--- src/rtl/com_divider_scheduler.sv ---
// Shares one divider core across every colour channel. At each frame boundary it snapshots the totals,
// runs the x/y divisions in order, clamps the quotients and publishes all centers in one commit cycle.
module com_divider_scheduler #(
  parameter int unsigned NUM_CH  = 3,
  parameter int unsigned X_MAX   = 639,
  parameter int unsigned Y_MAX   = 479,
  parameter int unsigned TIMEOUT = 255
) (
  input  logic                 clk,
  input  logic                 reset,
  input  logic                 frame_done,
  input  logic [NUM_CH*32-1:0] x_total,
  input  logic [NUM_CH*32-1:0] y_total,
  input  logic [NUM_CH*26-1:0] mass_total,
  output logic [31:0]          div_dividend,
  output logic [25:0]          div_divisor,
  output logic                 div_nd,
  input  logic                 div_rfd,
  input  logic [31:0]          div_quotient,
  input  logic                 div_rdy,
  output logic [NUM_CH*10-1:0] x_center,
  output logic [NUM_CH*10-1:0] y_center,
  output logic [NUM_CH-1:0]    center_valid,
  output logic                 centers_updated,
  output logic                 busy,
  output logic                 overrun,
  output logic                 div_error
);

  localparam int unsigned NUM_JOBS = 2 * NUM_CH;
  localparam int unsigned JOB_W    = (NUM_JOBS > 1) ? $clog2(NUM_JOBS) : 1;
  localparam int unsigned CH_W     = (NUM_CH > 1) ? $clog2(NUM_CH) : 1;
  localparam int unsigned CNT_W    = $clog2(TIMEOUT + 1);

  typedef enum logic [1:0] {IDLE, ISSUE, WAIT, COMMIT} state_t;

  state_t            state, stateNext;
  logic [JOB_W-1:0]  job;
  logic [CNT_W-1:0]  waitCnt;
  logic [CH_W-1:0]   ch;
  logic              axis;
  logic              lastJob;
  logic              skip, capture, advance, timedOut;
  logic [9:0]        qClamp;

  logic [31:0]       xShadow [NUM_CH];
  logic [31:0]       yShadow [NUM_CH];
  logic [25:0]       mShadow [NUM_CH];
  logic [9:0]        scrX    [NUM_CH];
  logic [9:0]        scrY    [NUM_CH];
  logic [NUM_CH-1:0] scrValid;
  logic [9:0]        xCommit [NUM_CH];
  logic [9:0]        yCommit [NUM_CH];

  assign ch      = CH_W'(job >> 1);
  assign axis    = job[0];
  assign lastJob = (job == JOB_W'(NUM_JOBS - 1));

  // Operands come straight from the shadow registers, so they stay put for as long as the job index does.
  assign div_dividend = axis ? yShadow[ch] : xShadow[ch];
  assign div_divisor  = mShadow[ch];

  assign busy            = (state != IDLE);
  assign overrun         = frame_done && (state != IDLE);
  assign centers_updated = (state == COMMIT);
  assign div_error       = timedOut;

  always_comb begin
    if (axis) qClamp = (div_quotient > 32'(Y_MAX)) ? 10'(Y_MAX) : div_quotient[9:0];
    else      qClamp = (div_quotient > 32'(X_MAX)) ? 10'(X_MAX) : div_quotient[9:0];
  end

  always_ff @(posedge clk or posedge reset) begin
    if (reset) state <= IDLE;
    else       state <= stateNext;
  end

  always_comb begin
    stateNext = state;
    div_nd    = 1'b0;
    skip      = 1'b0;
    capture   = 1'b0;
    advance   = 1'b0;
    timedOut  = 1'b0;
    case (state)
      IDLE:   if (frame_done) stateNext = ISSUE;
      ISSUE: begin
        if (mShadow[ch] == '0) begin
          skip    = 1'b1;
          advance = 1'b1;
        end else if (div_rfd) begin
          div_nd    = 1'b1;
          stateNext = WAIT;
        end
      end
      WAIT: begin
        if (div_rdy) begin
          capture = 1'b1;
          advance = 1'b1;
        end else if (waitCnt == CNT_W'(TIMEOUT - 1)) begin
          timedOut  = 1'b1;
          stateNext = IDLE;
        end
      end
      COMMIT: stateNext = IDLE;
      default: stateNext = IDLE;
    endcase
    if (advance) stateNext = lastJob ? COMMIT : ISSUE;
  end

  always_ff @(posedge clk or posedge reset) begin
    if (reset) begin
      job          <= '0;
      waitCnt      <= '0;
      scrValid     <= '0;
      center_valid <= '0;
      for (int unsigned c = 0; c < NUM_CH; c++) begin
        xShadow[c] <= '0;
        yShadow[c] <= '0;
        mShadow[c] <= '0;
        scrX[c]    <= '0;
        scrY[c]    <= '0;
        xCommit[c] <= '0;
        yCommit[c] <= '0;
      end
    end else begin
      if (state == IDLE && frame_done) begin
        job <= '0;
        for (int unsigned c = 0; c < NUM_CH; c++) begin
          xShadow[c] <= x_total[c*32 +: 32];
          yShadow[c] <= y_total[c*32 +: 32];
          mShadow[c] <= mass_total[c*26 +: 26];
        end
      end

      if (div_nd)             waitCnt <= '0;
      else if (state == WAIT) waitCnt <= waitCnt + CNT_W'(1);

      // A massless channel re-publishes its previous center but is flagged invalid.
      if (skip) begin
        if (axis) scrY[ch] <= yCommit[ch];
        else      scrX[ch] <= xCommit[ch];
        scrValid[ch] <= 1'b0;
      end

      if (capture) begin
        if (axis) scrY[ch] <= qClamp;
        else      scrX[ch] <= qClamp;
        scrValid[ch] <= 1'b1;
      end

      if (advance && !lastJob) job <= job + JOB_W'(1);

      if (timedOut) scrValid <= '0;

      if (state == COMMIT) begin
        center_valid <= scrValid;
        for (int unsigned c = 0; c < NUM_CH; c++) begin
          xCommit[c] <= scrX[c];
          yCommit[c] <= scrY[c];
        end
      end
    end
  end

  for (genvar c = 0; c < NUM_CH; c++) begin : g_out
    assign x_center[c*10 +: 10] = xCommit[c];
    assign y_center[c*10 +: 10] = yCommit[c];
  end

endmodule

--- config.mk ---
export PLATFORM = sky130hd
export DESIGN_NAME = com_divider_scheduler
export DESIGN_NICKNAME = d
export VERILOG_FILES = /design/src/rtl/com_divider_scheduler.sv
export SDC_FILE = /design/constraint.sdc
export NUM_CORES = 1
export LEC_CHECK = 0
export CORE_MARGIN = 1
export CORE_UTILIZATION = 55
export DETAILED_ROUTE_END_ITERATION = 7
export PLACE_DENSITY_LB_ADDON = 0.1
export SYNTH_ARGS = -nofsm -noshare
export SYNTH_HDL_FRONTEND = slang
export SYNTH_SLANG_ARGS = --single-unit
--- constraint.sdc ---
create_clock -name clk -period 23.7 [get_ports clk]
set_input_delay 3.555 -clock clk [delete_from_list [all_inputs] [get_ports clk]]
set_output_delay 3.555 -clock clk [all_outputs]
set_load 0.05 [all_outputs]
=== Word level (Yosys, flattened, before mapping) ===
Index checks and enable logic that the tools add are counted.

* Bits in read-only memories: 0
* Logic and storage cells: 121
* Register bits after elaboration: 409
* Bits in latches: 0
* Output and inout bits: 126
* Memories kept: 0
* RAM bits: 0
* Bits of input ports: 307

* Multiply operators: 0
* Magnitude comparators: 6
* Add/subtract/negate cells: 2
* Reduce and logical (&&, ||, !) cells: 12
* Shifts and indexed selects: 0
* Eq/ne operators: 10
* Bitwise operators: 4
* Mux-type cells: 61
* Divide/modulo/power cells: 0

{| class="wikitable"
|+ Operators by type and width
! operator !! count
|-
| $mux 30 || 8
|-
| $mux 32 || 5
|-
| $bmux 32 s2 || 2
|-
| $bwmux 30 || 4
|-
| $mux 10 || 8
|-
| $bmux 26 s2 || 1
|-
| $mux 26 || 2
|-
| $bmux 10 s2 || 2
|-
| $gt 32x10->1 const B || 1
|-
| $gt 32x9->1 const B || 1
|-
| $logic_not 26->1 || 1
|-
| $demux 10 s2 || 1
|-
| $mux 8 || 2
|-
| $mux 3 || 5
|-
| $ne 3x3->1 const B || 5
|-
| $mux 2 || 7
|-
| $mux 1 || 11
|-
| $add 8x1->8 const B || 1
|-
| $eq 8x8->1 const B || 1
|-
| $pmux 2 s4 || 1
|-
| $reduce_bool 2->1 || 3
|-
| $logic_and 1x1->1 || 5
|-
| $reduce_and 5->1 || 1
|-
| $eq 2x2->1 const B || 2
|-
| 15 further kinds || 15
|}

=== Logic depth before layout (Yosys ltp) ===
Gate-level depths: netlist of run 1.

* Word-level depth: 11
* Gate-level depth with buffers: 10
* Depth with buffers taken out: 8

=== Least setup slack after synthesis of run 1 ===
No wires, ideal clock.

* Kind: input to output
* From: input port div_rdy
* To: output port div_error
* Setup slack: 15.464 ns
* Stages on the path: 2
* Data arrival time: 4.681 ns
* Path buffers: 0
* Data required time: 20.145 ns
* Cell sequence: or3_1 > nor2_1

* Word-level cells in the longest chain between the ends: 2

{| class="wikitable"
|+ RTL lines
! element !! RTL line !! RTL
|-
| start, declared || 20 || <nowiki>input logic div_rdy,</nowiki>
|-
| $mux 1 || 97 || <nowiki>if (div_rdy) begin</nowiki>
|-
| $mux 1 || 85 || <nowiki>case (state)</nowiki>
|-
| end, declared || 27 || <nowiki>output logic div_error</nowiki>
|}

No other way between the ends.

=== Worst setup path in the final report of run 1 ===
Ends and elaborated chain as after synthesis.

==> results.toml, run 1 <==
[global_route]
globalRouteMet2Util_pct = 47.34
number_of_antenna_violations_at_the_first_check_in_global_routing = 18
gr-usage-met1_pct = 33.26
globalRouteMet3Util_pct = 7.992
first_global_vias = 14010
grt-busiest-layer = "met2"
grt_pass1_wl_um = 77360
remaining_global_route_overflow = 0
grt_start_max_net_pins = 134
grtUsageTotal_pct = 28.23

[power_and_ir_drop]
cellPowerDensity_nw_per_um2 = 143.2
power.leakage_nw = 10.01
vdd.ir_drop.worst_uv = 100.4
p_total_mw = 3.570

[detailed_routing]
routed_wl_um = 49010
avgRoutedWirePerCell_um = 21.01
ant_nets_after_route = 0
post-route-drc-count = 0
first_iter_violations = 671
num_vias = 13130
routed_via_density = 5.626
first_pass_iters = 4

[die]
die_area_um2 = 35010
initial_utilization_pct = 56.07
die_w_um = 187.1
die_height_um = 187.1
fp-row-count = 67
core-area_um2 = 33620
ios = 433

[clock_network]
cts_hold_buffers = 0
cts_tree = "built"
cts_resized = 0
numClockSinks = 409
clk_pin_slew_ns = 0.06
root_buffer = "clkbuf_16"
clk_path_buf_depth = 3
tritoncts.num_buffers = 44
h-tree-depth = 2
cts_post_setup_buffers_inserted = 0
clkLatencyLatePin_ns = 0.54

[place]
place.detailed.instances = 2246
io_buffers = 432
dpl_cell_area_um2 = 23490
finalWeightedCongestion = 0.8338
place.detailed.hpwl_um = 33330

[synth]
synth-main-ff-cell = "dfrtp_1"
synthesis.nets = 1756
ys_async_sr_fraction_pct = 100.0
synth_enable_flop_cells = 0
top_cell_type_by_total_area_after_synthesis = "dfrtp_1"
synth-seq-area-share_pct = 54.30
yosys_register_bits = 409
synth_top_cells_by_count = "dfrtp_1 (409), mux2_2 (333), mux2i_1 (230), nor2_1 (95), a21oi_1 (72)"
synth.top_cell.area_share_pct = 54.30
cell_count_after_synthesis = 1441
netlist_area_um2 = 18850
synth-warning-count = 0
yosysUniqueCellTypes = 48
post-synth-top-count-cell = "dfrtp_1"
postSynthAreaPerCell_um2 = 13.08
yosys-top-cells-area = "dfrtp_1 (54%), mux2_2 (20%), mux2i_1 (12%)"

[cells_and_area]
drive_gt1_share_pct = 23.84
layout.cell_area.non_filler_um2 = 24930
nets = 2159
flow.area_growth_from_synthesis_pct = 32.26
final-instance-count-excl-fill = 2333

[hold_path]
worst_hold_path.endpoint = "x_center[20]"
holdPathStages = 1
hold_path_startpoint = "scrX[0]"
min_path_type = "flip-flop to flip-flop"

[sta]
timing_worst_slew_pin_value_ns = 1.231
skew_ns = 0.02173
post-route-min-period_ns = 9.153
finalHoldViolations = 0
finalMaxSlewViolations = 0
fin_setup_tns_ns = 0
rsz0062_at_grt = "false"
final.period_utilization_pct = 38.62
final-setup-viol-count = 0
fmax_mhz = 109.3
timing.max_slew.rel_slack_pct = 17.51
final.hold.worst_slack_ns = 0.5023

[worst_setup_path]
critPathCaptureType = "output pin"
worst-path-buf-inv = 2
worstPathCellList = "clkdlybuf4s50_1, or3_1, nor2_1, clkdlybuf4s50_1"
critical_path.most_common_cell = "clkdlybuf4s50_1"
cpMaxStageDelayCell = "clkdlybuf4s50_1"
required_ns = 20.15
critPathArrivalTime_ns = 5.60
cp-start-kind = "input pin"
worstSetupPathType = "input pin to output pin"
cp_max_fanout = 6
critical-path-top-delay-family = "buffers and inverters"
worstRegToRegCells = 8
critPathMaxStageDelay_ns = 0.87
worst-r2r-setup-slack_ns = 19.10
reg2reg_from = "job[2]"
worst_r2r_endpoint = "scrX[7]"

[job]
max_cap_viol_count = 0

[outcome]
run_status = "finished, final reports clean"
report_power, final:
part,switching [mW],leakage [nW],internal [mW]
logic,0.940,4.36,0.718
clock network,0.269,0.687,0.403
registers,0.214,4.96,1.03
worst max-delay path by stage:
stage                  from  depth (start not counted)         endpoint
floorplan             reset                          1  center_valid[0]
global placement    div_rdy                          4        div_error
detailed placement  div_rdy                          4        div_error
CTS                 div_rdy                          4        div_error
global route        div_rdy                          4        div_error
finish              div_rdy                          4        div_error
per-stage QoR:
| step | worst slack (ns) | util (%) |
|---|---|---|
| 4_1_cts | 14.56 | 74.05 |
| 3_3_place_gp | 14.64 | 69.88 |
| 6_report | 14.55 | 74.15 |
| 3_5_place_dp | 14.60 | 69.88 |
| 5_1_grt | 14.47 | 74.15 |
| 2_1_floorplan | 8.765 | - |
placed cells by master, fill, tap and decap left out, drive strengths merged, types with 2 or more instances in the layout:
master | netlist | final
clkdlybuf4s50 | 0 | 432
dfrtp | 409 | 409
mux2 | 333 | 333
mux2i | 230 | 230
nor2 | 95 | 95
a21oi | 72 | 72
clkbuf | 58 | 64
nand2 | 34 | 34
a211oi | 33 | 33
o2bb2ai | 25 | 25
o21ai | 25 | 25
buf | 37 | 22
diode | 0 | 14
nor4 | 13 | 13
nand3 | 10 | 10
nor3 | 10 | 10
inv | 9 | 9
nand4 | 8 | 8
ha | 8 | 8
clkinv | 1 | 6
xor2 | 4 | 4
o22ai | 3 | 3
xnor2 | 3 | 3
bufinv | 0 | 3
or2 | 2 | 2
nand2b | 2 | 2
o311a | 2 | 2
a21o | 2 | 2
and2 | 2 | 2
cell families after synthesis:
logic type,share of synthesized area [%]
adder cells (fa/ha/maj),0.5311
buffers and inverters,2.775
XOR/XNOR,0.3253
AO/OA/AOI/OAI,5.530
multiplexers,32.11
AND/OR/NAND/NOR,4.428
flip-flops,54.30
state kept, by name, summed over array words and instances, names as in the netlist, 8 cells and up:
name,cells
scrY,30
mShadow,78
waitCnt,8
y_center,30
x_center,30
scrX,30
yShadow,96
xShadow,96
layout make-up:
cell class	instances	area (um2)
Clock inverter	9	122.6
Tap cell	448	560.5
Timing Repair Buffer	454	4489
Multi-Input combinational cell	925	8152
Fill cell	2306	8688
Sequential cell	409	10250
Inverter	10	45.04
Clock buffer	64	1277
Antenna cell	14	35.03
metal layers:
metal / up-vias / share of wire (%) / wire length [um]
met3: 130 / 7.4 / 3629
met2: 416 / 50 / 24390
li1: 6035 / - / -
met1: 6539 / 39 / 18870
met5: - / 0.080 / 39
met4: 6 / 4.2 / 2081
Power figures use the tool's default switching activity.
==> run 2, diff against run 1 <==
Settings changed: CORE_UTILIZATION 55 to 46.
Clock period 23.7 ns to 8.07 ns, I/O delays scaled along.
==> run 2 against run 1 <==
Worst hold slack got worse by 0.0067 ns. Clock-buffer cell count is 6 higher. Combinational power grew to 2.9 times the previous value. Setup slack worse by 12 ns. Critical path type is now flip-flop to output pin. Via count down 0.35%. Power rose to 3.0 times the previous value. Cell count is 3.6% higher. Routed wire length rose by 4.1%.
==> results.toml, run 2 (same netlist as run 1, synthesis figures left out) <==
[place]
io_buffers = 432
finalWeightedCongestion = 0.8137
dpl_cell_area_um2 = 23630
post-place-ws_ns = 3.035
place.detailed.hpwl_um = 34890

[worst_setup_path]
critPathMaxStageDelay_ns = 0.83
worstSetupPathType = "flip-flop to output pin"
cp_max_fanout = 67
critPathCaptureType = "output pin"
required_ns = 6.86
crit_path_start = "job[2]"
cpMaxStageDelayCell = "dfrtp_4"
reg2reg_from = "job[2]"
worstPathCellList = "buf_4, o2bb2ai_1, nor4_4, clkinv_1, o311a_2, clkdlybuf4s50_1"
critPathArrivalTime_ns = 4.33
cp-start-kind = "flip-flop"

[clock_network]
cts_resized = 0
numClockSinks = 409
clk_pin_slew_ns = 0.06
cts_hold_buffers = 0
h-tree-depth = 2
cts_post_setup_buffers_inserted = 0
root_buffer = "clkbuf_16"
tritoncts.num_buffers = 46
clkLatencyLatePin_ns = 0.58
clk_path_buf_depth = 3
cts_tree = "built"

[cells_and_area]
regArea_um2 = 10250
multi_input_area_um2 = 8154
layout_commonest_cell = "clkdlybuf4s50_1"
layout.cell_area.non_filler_um2 = 25180
nets = 2162
layout.cells.most_common_list = "clkdlybuf4s50_1 (432), dfrtp_1 (406), mux2_2 (333)"
drive_gt1_share_pct = 24.36
biggestRegsByFlops = "xShadow: 96 flops, yShadow: 96 flops, mShadow: 78 flops"
flow.area_growth_from_synthesis_pct = 33.58
final.fill_count = 3156

[hold_path]
hold_path_startpoint = "scrY[9]"
min_path_type = "flip-flop to flip-flop"

[outcome]
run_status = "finished, final reports clean"

[sta]
finalMaxSlewViolations = 0
final.hold.worst_slack_ns = 0.4956
fmax_mhz = 180.6
final.period_utilization_pct = 68.60
fin_setup_tns_ns = 0
finalHoldViolations = 0
timing.max_slew.rel_slack_pct = 32.50
rsz0062_at_grt = "false"
final-setup-viol-count = 0
post-route-min-period_ns = 5.536
final_critical_path_setup_slack_ns = 2.534
skew_ns = 0.01556
timing_worst_slew_pin_value_ns = 1.012

[die]
core-area_um2 = 40100
initial_utilization_pct = 47.01
ios = 433
fp-row-count = 73
die_w_um = 204.4
die_area_um2 = 41790
die_height_um = 204.4

[detailed_routing]
first_iter_violations = 559
num_vias = 13080
avgRoutedWirePerCell_um = 21.10
post-route-drc-count = 0
routed_wl_um = 51020
first_pass_iters = 6
ant_nets_after_route = 0
routed_via_density = 5.409

[global_route]
remaining_global_route_overflow = 0
first_global_vias = 13680
number_of_antenna_violations_at_the_first_check_in_global_routing = 18
gr-usage-met1_pct = 30.65
grtUsageTotal_pct = 24.57
globalRouteMet3Util_pct = 7.510
grt-busiest-layer = "met2"
grt_start_max_net_pins = 146
globalRouteMet2Util_pct = 39.64
grt_pass1_wl_um = 78780

[power_and_ir_drop]
power.leakage_nw = 10.09
cellPowerDensity_nw_per_um2 = 421.1
vdd.ir_drop.worst_uv = 319.0

[job]
max_cap_viol_count = 0
-- run 2: changes by cell type in the layout (fill, tap and decap cells not counted), moves of 2 or more --
cell       change
buf_12         +3
buf_4          -2
bufinv_16      -2
clkbuf_1       -2
clkbuf_16      +4
clkbuf_8       +4
clkinv_2       +3
-- run 2: worst max-delay path: cells and delay by family (launching register included) --
family                 cells  cell delay, ns
buffers and inverters      3            1.67
DFF                        1            0.83
and+or+nand+nor            1            0.49
AOI/OAI and AO/OA          2            0.75
-- run 2: metal layers --
layer  vias up  part of all wire [%]
met5         -                  0.12
met4        10                   3.3
met3       104                   6.9
met2       341                    48
met1      6580                    42
li1       6045                     -
-- run 2: report_power, final --
| part | total, mW | switching [mW] | internal [mW] |
|---|---|---|---|
| clock | 2.08 | 0.838 | 1.24 |
| sequential | 3.64 | 0.627 | 3.01 |
| combinational | 4.88 | 2.77 | 2.11 |
-- run 2: through the flow --
| step | power, mW | utilization (%) | std cells |
|---|---|---|---|
| CTS | 10.70 | 62.71 | 2405 |
| global route | 11.18 | 62.78 | 2416 |
| global placement | 8.484 | 58.94 | 2324 |
| finish | 10.60 | 62.79 | 2418 |
| floorplan | 7.021 | - | 1441 |
| detailed placement | 8.576 | 58.94 | 2324 |
-- run 2: cell type report --
| type | count | share of cell area (%) |
|---|---|---|
| diodes | 13 | 0.1292 |
| clock buffers | 70 | 5.660 |
| clock inverters | 11 | 0.3429 |
| inverters | 10 | 0.1640 |
| multi-input cells | 925 | 32.39 |
| flip-flops and latches | 409 | 40.70 |
| well taps | 525 | 2.609 |
| repair buffers | 455 | 18.01 |
-- run 2: worst paths after layout --
kind | end | slack [ns] | cells after the start
worst max-delay path | div_nd | 2.53 | 6
worst min-delay path | y_center[29] | 0.50 | 1
worst max register to register | job[0] | 4.22 | 7
worst min register to register | y_center[29] | 0.50 | 1
max in group asynchronous | mShadow[38] | 5.80 | 3
min in group asynchronous | yShadow[85] | 1.01 | 2
==> variant, RTL diff (flow settings as in run 1) <==
Make the reset (`reset`) synchronous in 2 clocked blocks.
--- a/src/rtl/com_divider_scheduler.sv
+++ b/src/rtl/com_divider_scheduler.sv
@@ -71,5 +71,5 @@
   end
 
-  always_ff @(posedge clk or posedge reset) begin
+  always_ff @(posedge clk) begin
     if (reset) state <= IDLE;
     else       state <= stateNext;
@@ -109,5 +109,5 @@
   end
 
-  always_ff @(posedge clk or posedge reset) begin
+  always_ff @(posedge clk) begin
     if (reset) begin
       job          <= '0;
Check against the original RTL: differs if reset is asserted again (counterexample within 4 cycles, from zero or initial values and one cycle with reset high); with reset held inactive, the same outputs for 4 cycles.
==> variant against run 1 <==
Critical endpoint unchanged; area after synthesis is 3.6% lower; cell area shrank 2.7%; setup slack improved by 490 ps; wire length decreased by 14%; worst hold slack worse by 6.6 ps; sequential cell count rose by 2; count of clock-buffer cells in the layout down 1.
Power is not compared: it rests on default switching activity, and its combinational part moved more than twofold at a synthesized area within 25%.
==> variant: results (changes against run 1) <==
{| class="wikitable"
! Metric !! Value
|-
| Worst ir drop on vdd || 71.1 µV
|-
| Overall Global Routing Usage || 24.6% (-3.7 points)
|-
| Number of instances in the synthesized netlist || 1314 (-8.8%)
|-
| Layout net count || 2037 (-5.7%)
|-
| Cell at the root of the clock tree || sky130_fd_sc_hd__clkbuf_16
|-
| Final cell area excluding filler cells || 24300 µm² (-2.7%)
|-
| Arrival time of the worst setup path || 5110 ps (-490 ps)
|-
| Crit Path Max Fanout || 3 (-3)
|-
| Wire length of the first global-routing pass || 62200 µm (-20%)
|-
| Reg-to-reg setup timing slack || 19590 ps (+490 ps)
|-
| Fin cells || 2204 (-5.5%)
|-
| Syn nets || 1629 (-7.2%)
|-
| Number of flops mapped to enable cells by yosys || 390 (+390)
|-
| Resized cells post-CTS || 0 (unchanged)
|-
| Leakage power || 8.81 nW
|-
| Clock Path Buffers || 3 (unchanged)
|-
| Count of unique library cells instantiated by Yosys || 48 (unchanged)
|-
| Worst-path clk slew || 60 ps (about the same)
|-
| Worst reg-to-reg path cell count || 8 (unchanged)
|-
| Number of iterations in the first detailed-routing pass || 5 (+1)
|-
| Largest regs || xShadow: 96 flops, yShadow: 96 flops, mShadow: 78 flops
|-
| Part of the Yosys area used for sequential elements || 66.8% (+12 points)
|-
| Share of the clock period used by the worst path after layout || 36.6% (-2.1 points)
|-
| Skew final || 19.1 ps (-2.61 ps)
|-
| Number of global-route vias before repair || 11500 (-18%)
|-
| Ys async rst share || 0% (-100 points)
|-
| Share of cells above drive strength 1 || 8.27% (-16 points)
|-
| Number of buffers created by CTS || 43 (-2.3%)
|-
| Via count || 11600 (-11%)
|-
| Antenna violations before repair || 12 (-6)
|-
| Cell types with the largest area share after synthesis || sky130_fd_sc_hd__edfxtp_1 64%, sky130_fd_sc_hd__and2_1 11%, sky130_fd_sc_hd__mux2i_1 4.8%
|-
| Largest net degree at the start of global routing || 154 (+15%)
|-
| Initial DRC count || 815 (+21%)
|-
| Type of the tightest min-delay check || flop to flop
|-
| Startpoint of the worst setup timing path || div_rdy
|-
| Switching pwr || 0.611 mW
|-
| Outcome || complete, no violations
|-
| Worst skew pair latency || 530 ps
|-
| Mapped cell area || 18200 µm² (-3.6%)
|-
| Port bufs || 432 (unchanged)
|-
| Count of yosys warnings during synthesis || 0 (unchanged)
|-
| Worst slack at placement || 15010 ps (+416 ps)
|-
| Slew at the pin with the worst max-slew slack || 1160 ps (-73.5 ps)
|-
| Post-CTS setup buffer count || 0 (unchanged)
|-
| Most frequent cells after synthesis || 390 x sky130_fd_sc_hd__edfxtp_1, 331 x sky130_fd_sc_hd__and2_1, 106 x sky130_fd_sc_hd__nor2_1
|-
| CTS HTree Levels || 2 (unchanged)
|-
| Capture point of the worst reg-to-reg path || scrX[1][4]
|-
| Wire per inst || 19.2 µm (-8.8%)
|-
| Placement-stage cell area || 22800 µm² (-2.8%)
|-
| Final-layout fill cell count || 2155 (-6.5%)
|-
| # placed instances || 2119 (-5.7%)
|-
| Routability Congestion || 0.788 (-5.4%)
|-
| Hpwl dp || 29000 µm (-13%)
|-
| Worst setup path endpoint || div_error
|}
-- variant: cell families after synthesis --
family / count (synthesis) / synth area share [%]
AND/OR/NAND/NOR: 546 / 16.7
flip-flops: 411 / 66.8
multiplexers: 140 / 10.1
AO/OA/AOI/OAI: 102 / 3.33
buffers and inverters: 100 / 2.20
adder cells (fa/ha/maj): 8 / 0.551
XOR/XNOR: 7 / 0.337
-- variant: critical path: stages --
cell	delay (ps)
sky130_fd_sc_hd__clkdlybuf4s50_1	440
sky130_fd_sc_hd__nor3_1	260
sky130_fd_sc_hd__clkdlybuf4s50_1	850
-- variant: worst min path at each step --
stage	from	to	slack, ps	cells past startpoint
floorplan	scrValid[0]	scrValid[0]	450	2
global placement	center_valid[0]	center_valid[0]	470	2
detailed placement	center_valid[0]	center_valid[0]	480	2
CTS	center_valid[0]	center_valid[0]	500	2
global route	center_valid[2]	center_valid[2]	520	2
finish	center_valid[0]	center_valid[0]	500	2
-- variant: routing by layer --
layer,track usage [%],wire (µm)
met2,44.2,22000
met4,8.57,1120
met5,0,44
met3,6.46,3470
met1,28.1,15600
-- variant: power groups by stage --
stage / registers (mW) / clock network (mW) / logic, mW
after floorplan: 1.06 / 0 / 0.275
after global placement: 1.00 / 0 / 0.488
after detailed placement: 1.01 / 0 / 0.496
after CTS: 1.00 / 0.678 / 0.499
after global routing: 1.01 / 0.707 / 0.526
final: 0.999 / 0.670 / 0.495
-- variant: final cells by class --
type | count | share of cell area (%)
Sequential cell | 411 | 50.0
Multi-Input combinational cell | 803 | 23.3
Timing Repair Buffer | 442 | 18.1
Clock buffer | 63 | 5.13
Tap cell | 442 | 2.28
Clock inverter | 14 | 0.681
Inverter | 21 | 0.356
Antenna cell | 8 | 0.0825
